### config.mk
export PLATFORM = sky130hd
export DESIGN_NAME = dot_acc
export DESIGN_NICKNAME = d
export VERILOG_FILES = /design/src/rtl/matmul_pkg.sv /design/src/rtl/dot_acc_out_buf.sv /design/src/rtl/dot_acc.sv
export SDC_FILE = /design/constraint.sdc
export NUM_CORES = 1
export LEC_CHECK = 0
export ABC_AREA = 1
export CORE_ASPECT_RATIO = 0.5
export CORE_UTILIZATION = 45
export CTS_BUF_LIST = sky130_fd_sc_hd__clkbuf_4
export CTS_CLUSTER_SIZE = 20
export DETAILED_ROUTE_END_ITERATION = 6
export DONT_BUFFER_PORTS = 1
export PLACE_DENSITY_LB_ADDON = 0.3
export SYNTH_ARGS = -nofsm -noshare
export SYNTH_HDL_FRONTEND = slang
export SYNTH_SLANG_ARGS = --single-unit
### constraint.sdc
create_clock -name clk -period 6.5 [get_ports clk]
set_input_delay 1.625 -clock clk [delete_from_list [all_inputs] [get_ports clk]]
set_output_delay 1.625 -clock clk [all_outputs]
set_load 0.005 [all_outputs]
### src/rtl/matmul_pkg.sv
// Shared matrix-multiplier constants and width helpers.
// Imported by the dot-product accumulator and its output buffer.
package matmul_pkg;

  localparam int MM_PROD_W  = 64;
  localparam int MM_VEC_LEN = 4;

  // Accumulator wide enough that vec_len full-scale
  // products can never wrap.
  function automatic int acc_width(
    input int prod_w,
    input int vec_len
  );
    return prod_w + $clog2(vec_len);
  endfunction

  function automatic int cnt_width(
    input int vec_len
  );
    return $clog2(vec_len + 1);
  endfunction

endpackage

### src/rtl/dot_acc_out_buf.sv
// 1-deep valid/ready holding register for completed sums.
// Ports: clk, reset, load_i/data_i (offer), ready_i,
//   valid_o/data_o (held entry), can_load_o, drop_o.
module dot_acc_out_buf
  import matmul_pkg::*;
#(
  parameter int W = 8
) (
  input  logic         clk,
  input  logic         reset,
  input  logic         load_i,
  input  logic [W-1:0] data_i,
  input  logic         ready_i,
  output logic         valid_o,
  output logic [W-1:0] data_o,
  output logic         can_load_o,
  output logic         drop_o
);

  logic         valid_q, valid_d;
  logic [W-1:0] data_q, data_d;

  // Free now, or the held entry leaves this cycle.
  assign can_load_o = !valid_q || ready_i;
  assign drop_o     = load_i && !can_load_o;

  always_comb begin
    valid_d = valid_q;
    data_d  = data_q;
    if (load_i && can_load_o) begin
      valid_d = 1'b1;
      data_d  = data_i;
    end else if (valid_q && ready_i) begin
      valid_d = 1'b0;
    end
  end

  always_ff @(posedge clk or posedge reset) begin
    if (reset) begin
      valid_q <= 1'b0;
      data_q  <= '0;
    end else begin
      valid_q <= valid_d;
      data_q  <= data_d;
    end
  end

  assign valid_o = valid_q;
  assign data_o  = data_q;

endmodule

### src/rtl/dot_acc.sv
// Accumulates VEC_LEN products into one dot-product sum.
// Ports: clk, reset, prod/prod_valid, clear, flush,
//   out_data/out_count/out_valid/out_ready, ovf_err, busy.
// Optional early emit on flush: define DOT_ACC_FLUSH_EN.
module dot_acc
  import matmul_pkg::*;
#(
  parameter  int VEC_LEN = MM_VEC_LEN,
  parameter  int PROD_W  = MM_PROD_W,
  localparam int CNT_W   = cnt_width(VEC_LEN),
  localparam int ACC_W   = acc_width(PROD_W, VEC_LEN)
) (
  input  logic              clk,
  input  logic              reset,
  input  logic [PROD_W-1:0] prod,
  input  logic              prod_valid,
  input  logic              clear,
  input  logic              flush,
  output logic [ACC_W-1:0]  out_data,
  output logic [CNT_W-1:0]  out_count,
  output logic              out_valid,
  input  logic              out_ready,
  output logic              ovf_err,
  output logic              busy
);

  localparam int BW = ACC_W + CNT_W;
  localparam logic [CNT_W-1:0] LAST =
    CNT_W'(VEC_LEN - 1);

  logic [ACC_W-1:0] acc_q, acc_d;
  logic [CNT_W-1:0] cnt_q, cnt_d;
  logic             ovf_q, ovf_d;

  logic [ACC_W-1:0] sum_nxt;
  logic             last;
  logic             emit;
  logic [ACC_W-1:0] emit_sum;
  logic [CNT_W-1:0] emit_cnt;
  logic             drop;
  logic             can_load;
  logic [BW-1:0]    buf_q;

  assign sum_nxt = acc_q + ACC_W'(prod);
  assign last    = prod_valid && (cnt_q == LAST);

`ifdef DOT_ACC_FLUSH_EN
  logic fl_go;

  // Empty partials are never emitted.
  assign fl_go = flush && (prod_valid || cnt_q != '0);
  assign emit  = !clear && (last || fl_go);
  assign emit_sum = prod_valid ? sum_nxt : acc_q;
  // On the last element this is VEC_LEN.
  assign emit_cnt = cnt_q + CNT_W'(prod_valid);
`else
  logic unused_flush;

  assign unused_flush = flush;
  assign emit     = !clear && last;
  assign emit_sum = sum_nxt;
  assign emit_cnt = CNT_W'(VEC_LEN);
`endif

  always_comb begin
    acc_d = acc_q;
    cnt_d = cnt_q;
    ovf_d = ovf_q | drop;
    if (clear || emit) begin
      // Restart even when the sum was dropped.
      acc_d = '0;
      cnt_d = '0;
    end else if (prod_valid) begin
      acc_d = sum_nxt;
      cnt_d = cnt_q + CNT_W'(1);
    end
  end

  always_ff @(posedge clk or posedge reset) begin
    if (reset) begin
      acc_q <= '0;
      cnt_q <= '0;
      ovf_q <= 1'b0;
    end else begin
      acc_q <= acc_d;
      cnt_q <= cnt_d;
      ovf_q <= ovf_d;
    end
  end

  dot_acc_out_buf #(
    .W (BW)
  ) u_obuf (
    .clk        (clk),
    .reset      (reset),
    .load_i     (emit),
    .data_i     ({emit_cnt, emit_sum}),
    .ready_i    (out_ready),
    .valid_o    (out_valid),
    .data_o     (buf_q),
    .can_load_o (can_load),
    .drop_o     (drop)
  );

  logic unused_can_load;

  assign unused_can_load = can_load;
  assign out_data  = buf_q[ACC_W-1:0];
  assign out_count = buf_q[BW-1:ACC_W];
  assign ovf_err   = ovf_q;
  assign busy      = (cnt_q != '0);

endmodule

---- Word-level counts from Yosys, hierarchy flattened ----
Cells that the tools add are included.
storage, ports and cells
  register bits ........................... 138
  input bits .............................. 70
  output and inout port bits .............. 72
  word-level logic and storage cells ...... 28
operators by class
  add/sub/neg operators ................... 2
  equality and inequality tests ........... 1
  mux-type cells .......................... 6
  bitwise gates (word level) .............. 1
  reduce and logical (&&, ||, !) cells .... 13
operators by type and width
  kind                 number
  $mux 66              2
  $add 66x64->66       1
  $mux 3               2
  $logic_and 1x1->1    5
  $reduce_bool 2->1    2
  $add 3x1->3 const B  1
  $eq 3x2->1 const B   1
  $logic_not 1->1      3
  $reduce_bool 3->1    1
  $logic_or 1x1->1     2
  $mux 1               2
  $or 1x1->1           1

---- Longest topological paths before layout ----
Gate-level depths: netlist of run 1.
  depth in word-level cells ............... 5
  gate-level depth with buffers ........... 17
  mapped depth without buffers ............ 17

---- By module ----
A second synthesis of run 1 with hierarchy kept.
unflattened totals
  cells, all modules ...................... 1,743
  area, all modules ....................... 11,133.2 µm²
by module, submodules not included
  module           instances  cells each  area an instance (µm²)  sequential area each (µm²)
  dot_acc          1          1,437       8,365.5                 1,751.7
  dot_acc_out_buf  1          306         2,767.7                 1,751.7

---- Worst setup path before layout of run 1 ----
OpenSTA, ideal clock, no wires.
  path kind ............................... input port to flip-flop
  start ................................... input prod[0]
  end ..................................... register acc_q[60]
  library setup time ...................... 0.117 ns
  arrival time ............................ 3.232 ns
  required time ........................... 6.383 ns
  setup slack ............................. 3.151 ns
  stages .................................. 17
  buffers on the path ..................... 0
  path through ............................ ha_1 -> inv_1 -> fa_1 -> inv_1 -> nand2_1 -> o21ai_2 -> nand2_1 -> nand2_2 -> nand2_1 -> nand2_1 -> nand2_1 -> nand2_1 -> nand2_1 -> nand2_1 -> nand2_1 -> nand3_1 -> nand2_1
between the ends
  cells in the longest elaborated chain, start to end .. 3
ends and longest elaborated chain
  what                  RTL line       RTL
  from (decl)           dot_acc.sv:15  input logic [PROD_W-1:0] prod,
  $add 66x64->66        dot_acc.sv:44  assign sum_nxt = acc_q + ACC_W'(prod);
  $mux 66               dot_acc.sv:73  end else if (prod_valid) begin
  $mux 66               dot_acc.sv:69  if (clear || emit) begin
  to (signal assigned)  dot_acc.sv:81  acc_q <= '0;
  to (signal assigned)  dot_acc.sv:85  acc_q <= acc_d;
  to (decl)             dot_acc.sv:31  logic [ACC_W-1:0] acc_q, acc_d;
No other way between the ends. The select of a mux whose other input is x is not followed.
A chain may end at the register's enable or synchronous reset.

---- Final worst setup path of run 1 ----
  start ................................... input prod[0]
  end ..................................... register u_obuf.data_q[44], in the netlist u_obuf.data_o[44]
between the ends
  cells in the longest elaborated chain, start to end .. 1
ends and longest elaborated chain
  what                  RTL line               RTL
  $add 66x64->66        dot_acc.sv:44
  to (signal assigned)  dot_acc_out_buf.sv:44  data_q <= data_d;
  to (decl)             dot_acc_out_buf.sv:21  logic [W-1:0] data_q, data_d;
No other way between the ends.

==> flow_summary.ini, run 1 <==
[yosys]
synth_simple_gate_area_share = 0.3649
syn_inst = 1638
synth_top_flop_cell = dfrtp_1
synth-seq-cells = 138
synth_compound_area_frac = 0.09674
synth_edf_count = 0
synth_area_mm2 = 0.01046
yosysWarningCount = 0
yosysSeqAreaShare = 0.3300
post_synth_xor_area_fraction = 0.02344
avgSynthCellArea_um2 = 6.388
synthAdderAreaFrac = 0.08203
ys_async_sr_fraction = 1.000
synth_cell_types = 40
synth.area.mux_share = 0
synth_top_family_by_area = simple AND/OR/NAND/NOR gates

[job]
maxCapViolCount = 0

[global_route]
grt_pass1_vias = 9141
grt_use_total = 0.2781
grt_pass1_wl_um = 49960
overflow = 0
grt_max_degree = 97
antenna_found_initial = 0

[final_layout]
fin_util = 0.4871
drive_above_1_share = 0.04189
final_cells = 1955
final_cell_mix = nand2_1, inv_1, dfrtp_1
syn2layout_area_growth_pct = 6.074
final_nets = 1772
final_common_cell = nand2_1

[timing]
worst_pin_slew_ns = 1.048
finalCriticalPeriod_ns = 3.263
fin_setup_tns_ns = 0
setup_violations = 0
hold_slack_ns = 0.4947
finalClockSkew_ns = 0.02200
rsz0062_at_grt = no
hold_viol_final = 0
post-route-period-util = 0.5020
max_freq_mhz = 306.5
slew_viol_final = 0
max_slew_margin = 0.2998

[floorplanning]
die_area_mm2 = 0.02390
num_io_pins = 142
start_util = 0.4592
coreArea_mm2 = 0.02279
core.rowCount = 39
die_w_um = 217.7
die_h_um = 109.8

[pwr]
ir_worst_vdd_mv = 0.1628
power_w = 0.002851
p_leak_nw = 6.193
powerDensity_mw_per_mm2 = 256.9

[worst_setup_path]
start_kind = input pin
required_ns = 7.02
path_max_fanout = 4
critPathKind = in2reg
critical_path_arrival_ns = 3.79
endpoint_kind = flop

[detailed_routing]
viasPerCell = 5.094
drtIter0Drc = 788
drc = 0
route.vias.total = 9958
drt_first_pass_iters = 5
detail_route.wl_per_cell_um = 16.33
final_antenna_net_count = 0
wirelength_um = 31930

[cts]
postCtsHoldBufs = 0
h-tree-depth = 4
clock_latency_ns = 0.64
clk_pin_slew_ns = 0.12
cts_max_path_buffers = 2
cts_tree = yes
cts_resized = 0
cts_root_buf = clkbuf_4
cts_buffers = 17
cts.sinks = 138
post_cts_buffers = 0

[outcome]
status = finished clean

[placement]
gp_congestion = 1.035
hpwl_um = 25850
io_buffer_count = 0
place_inst = 1922

[hold_path]
min_path_type = reg2reg
[power by group]
| part | internal (W) | switching (W) |
|---|---|---|
| logic | 0.000347 | 0.000717 |
| clock network | 0.000311 | 0.000349 |
| registers | 0.00101 | 0.000113 |
| total | 0.00167 | 0.00118 |
[cell type report]
| cell class | instances | area (um^2) |
|---|---|---|
| diodes | 1 | 2.502 |
| clock buffers | 18 | 135.1 |
| clock inverters | 14 | 195.2 |
| fillers | 2427 | 11690 |
| inverters | 249 | 939.7 |
| multi-input cells | 1223 | 5952 |
| flip-flops and latches | 138 | 3453 |
| well taps | 307 | 384.1 |
| repair buffers | 5 | 37.54 |
[synthesized netlist by cell type (8+ instances only)]
cell      count  area share
nand3_1     126       0.060
inv_1       246       0.088
xnor2_1      26       0.022
nor2_1      130       0.047
o21bai_1      8      0.0057
nand2_1     625        0.22
o21ai_0      98       0.047
a21oi_1      81       0.039
clkbuf_1     15      0.0054
nand4_1       9      0.0054
nand2_2       9      0.0054
ha_1         67       0.080
dfrtp_1     138        0.33
buf_2         8      0.0038
[per-layer routing]
layer	vias up	global-route usage	wire length (um)
li1	5112	-	-
met1	4547	0.3998	15840
met2	267	0.4140	13450
met3	32	0.06473	2153
met4	0	0.07646	485
met5	-	0	0
[path summary, 6_finish.rpt]
check                                      startpoint                       endpoint  slack, ns  depth (start not counted)
min in group asynchronous                       reset  u_obuf.data_o[18]$_DFFE_PP0P_       0.80                          1
worst min-delay path            acc_q[45]$_DFFE_PP0P_          acc_q[45]$_DFFE_PP0P_       0.49                          2
max in group asynchronous                       reset          acc_q[57]$_DFFE_PP0P_       4.62                          2
worst max-delay path                          prod[0]  u_obuf.data_o[44]$_DFFE_PP0P_       3.24                         17
worst min register to register  acc_q[45]$_DFFE_PP0P_          acc_q[45]$_DFFE_PP0P_       0.49                          2
worst max register to register   cnt_q[0]$_DFFE_PP0P_          acc_q[53]$_DFFE_PP0P_       3.64                          9
[logic make-up (layout without fill, tap and decap cells)]
kind of cell               after synthesis  in the layout
AOI/OAI and AO/OA                      195            195
xor gates and xnor gates                28             28
DFF                                    138            138
and+or+nand+nor                        930            930
other                                    1              3
adders and majority gates               68             68
buffers and inverters                  278            286
[state kept, by name, summed over array words and instances (netlist names)]
signal          cells
cnt_q               3
acc_q              66
u_obuf.data_o      67
ovf_err             1
u_obuf.valid_o      1
[stage by stage]
step	worst slack (ns)	area [um^2]
floorplan	1.179	10470
global placement	2.589	10770
detailed placement	2.571	10770
CTS	3.276	11100
global route	3.022	11100
finish	3.237	11100
[critical path, cell delays in order]
cell     delay (ns)
ha_1           0.20
inv_1          0.07
fa_1           0.39
inv_1          0.09
nand2_1        0.07
o21ai_2        0.21
nand2_1        0.10
nand2_2        0.11
nand2_1        0.06
nand2_1        0.12
nand2_1        0.08
nand2_1        0.21
nand2_1        0.16
nand2_1        0.09
nand2_1        0.06
nand3_1        0.08
nand2_1        0.07
No activity file was read; power rests on OpenSTA's default activity.
==> run 2, diff against run 1 <==
clock period = 2.7 ns   (was 6.5 ns; I/O delays follow)
==> flow_summary.ini, run 2 (synthesis results as in run 1) <==
[floorplanning]
coreArea_mm2 = 0.02279
die_area_mm2 = 0.02390
die_w_um = 217.7
num_io_pins = 142
core.rowCount = 39
die_h_um = 109.8
start_util = 0.4592

[global_route]
overflow = 0
grt_use_met1 = 0.4153
grt_pass1_wl_um = 51390
use_met3 = 0.06943
grt.met2_usage = 0.4286
busiest_layer = met2
grt_pass1_vias = 9471
grt_use_total = 0.2873
antenna_found_initial = 2
grt_max_degree = 139

[hold_path]
min_path_type = in2async

[pwr]
p_leak_nw = 6.401
powerDensity_mw_per_mm2 = 601.6
ir_worst_vdd_mv = 0.2851

[cts]
h-tree-depth = 4
cts_tree = yes
cts_max_path_buffers = 2
cts_root_buf = clkbuf_4
postCtsHoldBufs = 0
cts_resized = 0
cts_buffers = 17
post_cts_buffers = 0
clk_pin_slew_ns = 0.13
cts.sinks = 138
clock_latency_ns = 0.62

[timing]
setup_violations = 0
rsz0062_at_grt = no
fin_setup_tns_ns = 0
slew_viol_final = 0
worst_pin_slew_ns = 0.7384
post-route-period-util = 0.9317
finalClockSkew_ns = 0.02381
max_slew_margin = 0.5077
finalCriticalPeriod_ns = 2.516
hold_viol_final = 0
max_freq_mhz = 397.5
hold_slack_ns = 0.1203

[detailed_routing]
drtIter0Drc = 767
drc = 0
viasPerCell = 5.036
detail_route.wl_per_cell_um = 16.49
route.vias.total = 10051
final_antenna_net_count = 0
drt_first_pass_iters = 5
wirelength_um = 32920

[placement]
hpwl_um = 26970
place_inst = 1962
io_buffer_count = 0
gp_congestion = 1.001

[worst_setup_path]
rrSetupSlack_ns = 0.18
endpoint_kind = flop
path_cells = ha_1, inv_1, fa_1, inv_1, nand2_1, o21ai_2, nand2_1, nand2_1, nand2_1, nand2_1, nand2_1, nand2_2, nand2_1, nand2_1, nand2_1, nand3_1, nand2_1
critical_path_arrival_ns = 3.01
slowest_delay_ns = 0.39
required_ns = 3.20
start_kind = flop
critPathKind = reg2reg
slowest_stage = fa_1
path_max_fanout = 4
crit_top_cell = nand2_1

[final_layout]
largest_reg_flops = 67
final_cell_mix = nand2_1, inv_1, dfrtp_1
fin_util = 0.5018
final_nets = 1812
drive_above_1_share = 0.06584
syn2layout_area_growth_pct = 9.279
final_cells = 1996
final_common_cell = nand2_1

[outcome]
status = finished clean

[job]
maxCapViolCount = 0
run 2: cell types whose count changed in the layout (fill, tap and decap cells not counted), sizes merged:
cell / delta
clkinv: +3
bufinv: -1
buf: +40
diode: +2
inv: -4
clkinvlp: +1
run 2: metrics by stage:
step	instance area, um^2	power, W	worst slack [ns]
2_1_floorplan	10470	0.004610	0.3005
3_3_place_gp	11130	0.005417	-0.01140
3_5_place_dp	11130	0.005449	-0.06993
4_1_cts	11420	0.006921	0.2104
5_1_grt	11430	0.007455	0.01861
6_report	11430	0.006879	0.1845
run 2: per-layer routing:
metal  vias up  part of all wire
met1      4559              0.51
met5         -                 0
met4         0             0.015
met2       247              0.41
met3        28             0.064
li1       5217                 -
run 2: final cells by class:
class	instances	area, um^2
inverter	249	938.4
clock buffer	18	135.1
timing repair buffer	45	400.4
antenna	3	7.507
clock inverter	13	153.9
multi-input combinational	1223	5962
fill	2438	11350
tap	307	384.1
sequential	138	3453
run 2: where the power goes:
part | switching (W) | internal, W
sequential | 0.000275 | 0.00244
clock | 0.000809 | 0.000637
combinational | 0.00176 | 0.000958
run 2: critical path: cells and delay by family (launching register included):
family          cells  cell delay (ns)
simple gates       12             1.10
buf+inv             2             0.15
compound gates      1             0.19
fa+ha+maj           2             0.56
flops               1             0.38
run 2: path summary, 6_finish.rpt:
path,cells past startpoint,start,endpoint
setup / recovery,17,acc_q[0]$_DFFE_PP0P_,acc_q[46]$_DFFE_PP0P_
setup reg to reg,17,acc_q[0]$_DFFE_PP0P_,acc_q[46]$_DFFE_PP0P_
hold reg to reg,2,acc_q[58]$_DFFE_PP0P_,acc_q[58]$_DFFE_PP0P_
max in group asynchronous,2,reset,acc_q[58]$_DFFE_PP0P_
hold / removal,2,reset,u_obuf.data_o[22]$_DFFE_PP0P_
min in group clk,3,out_ready,u_obuf.valid_o$_DFFE_PP0P_
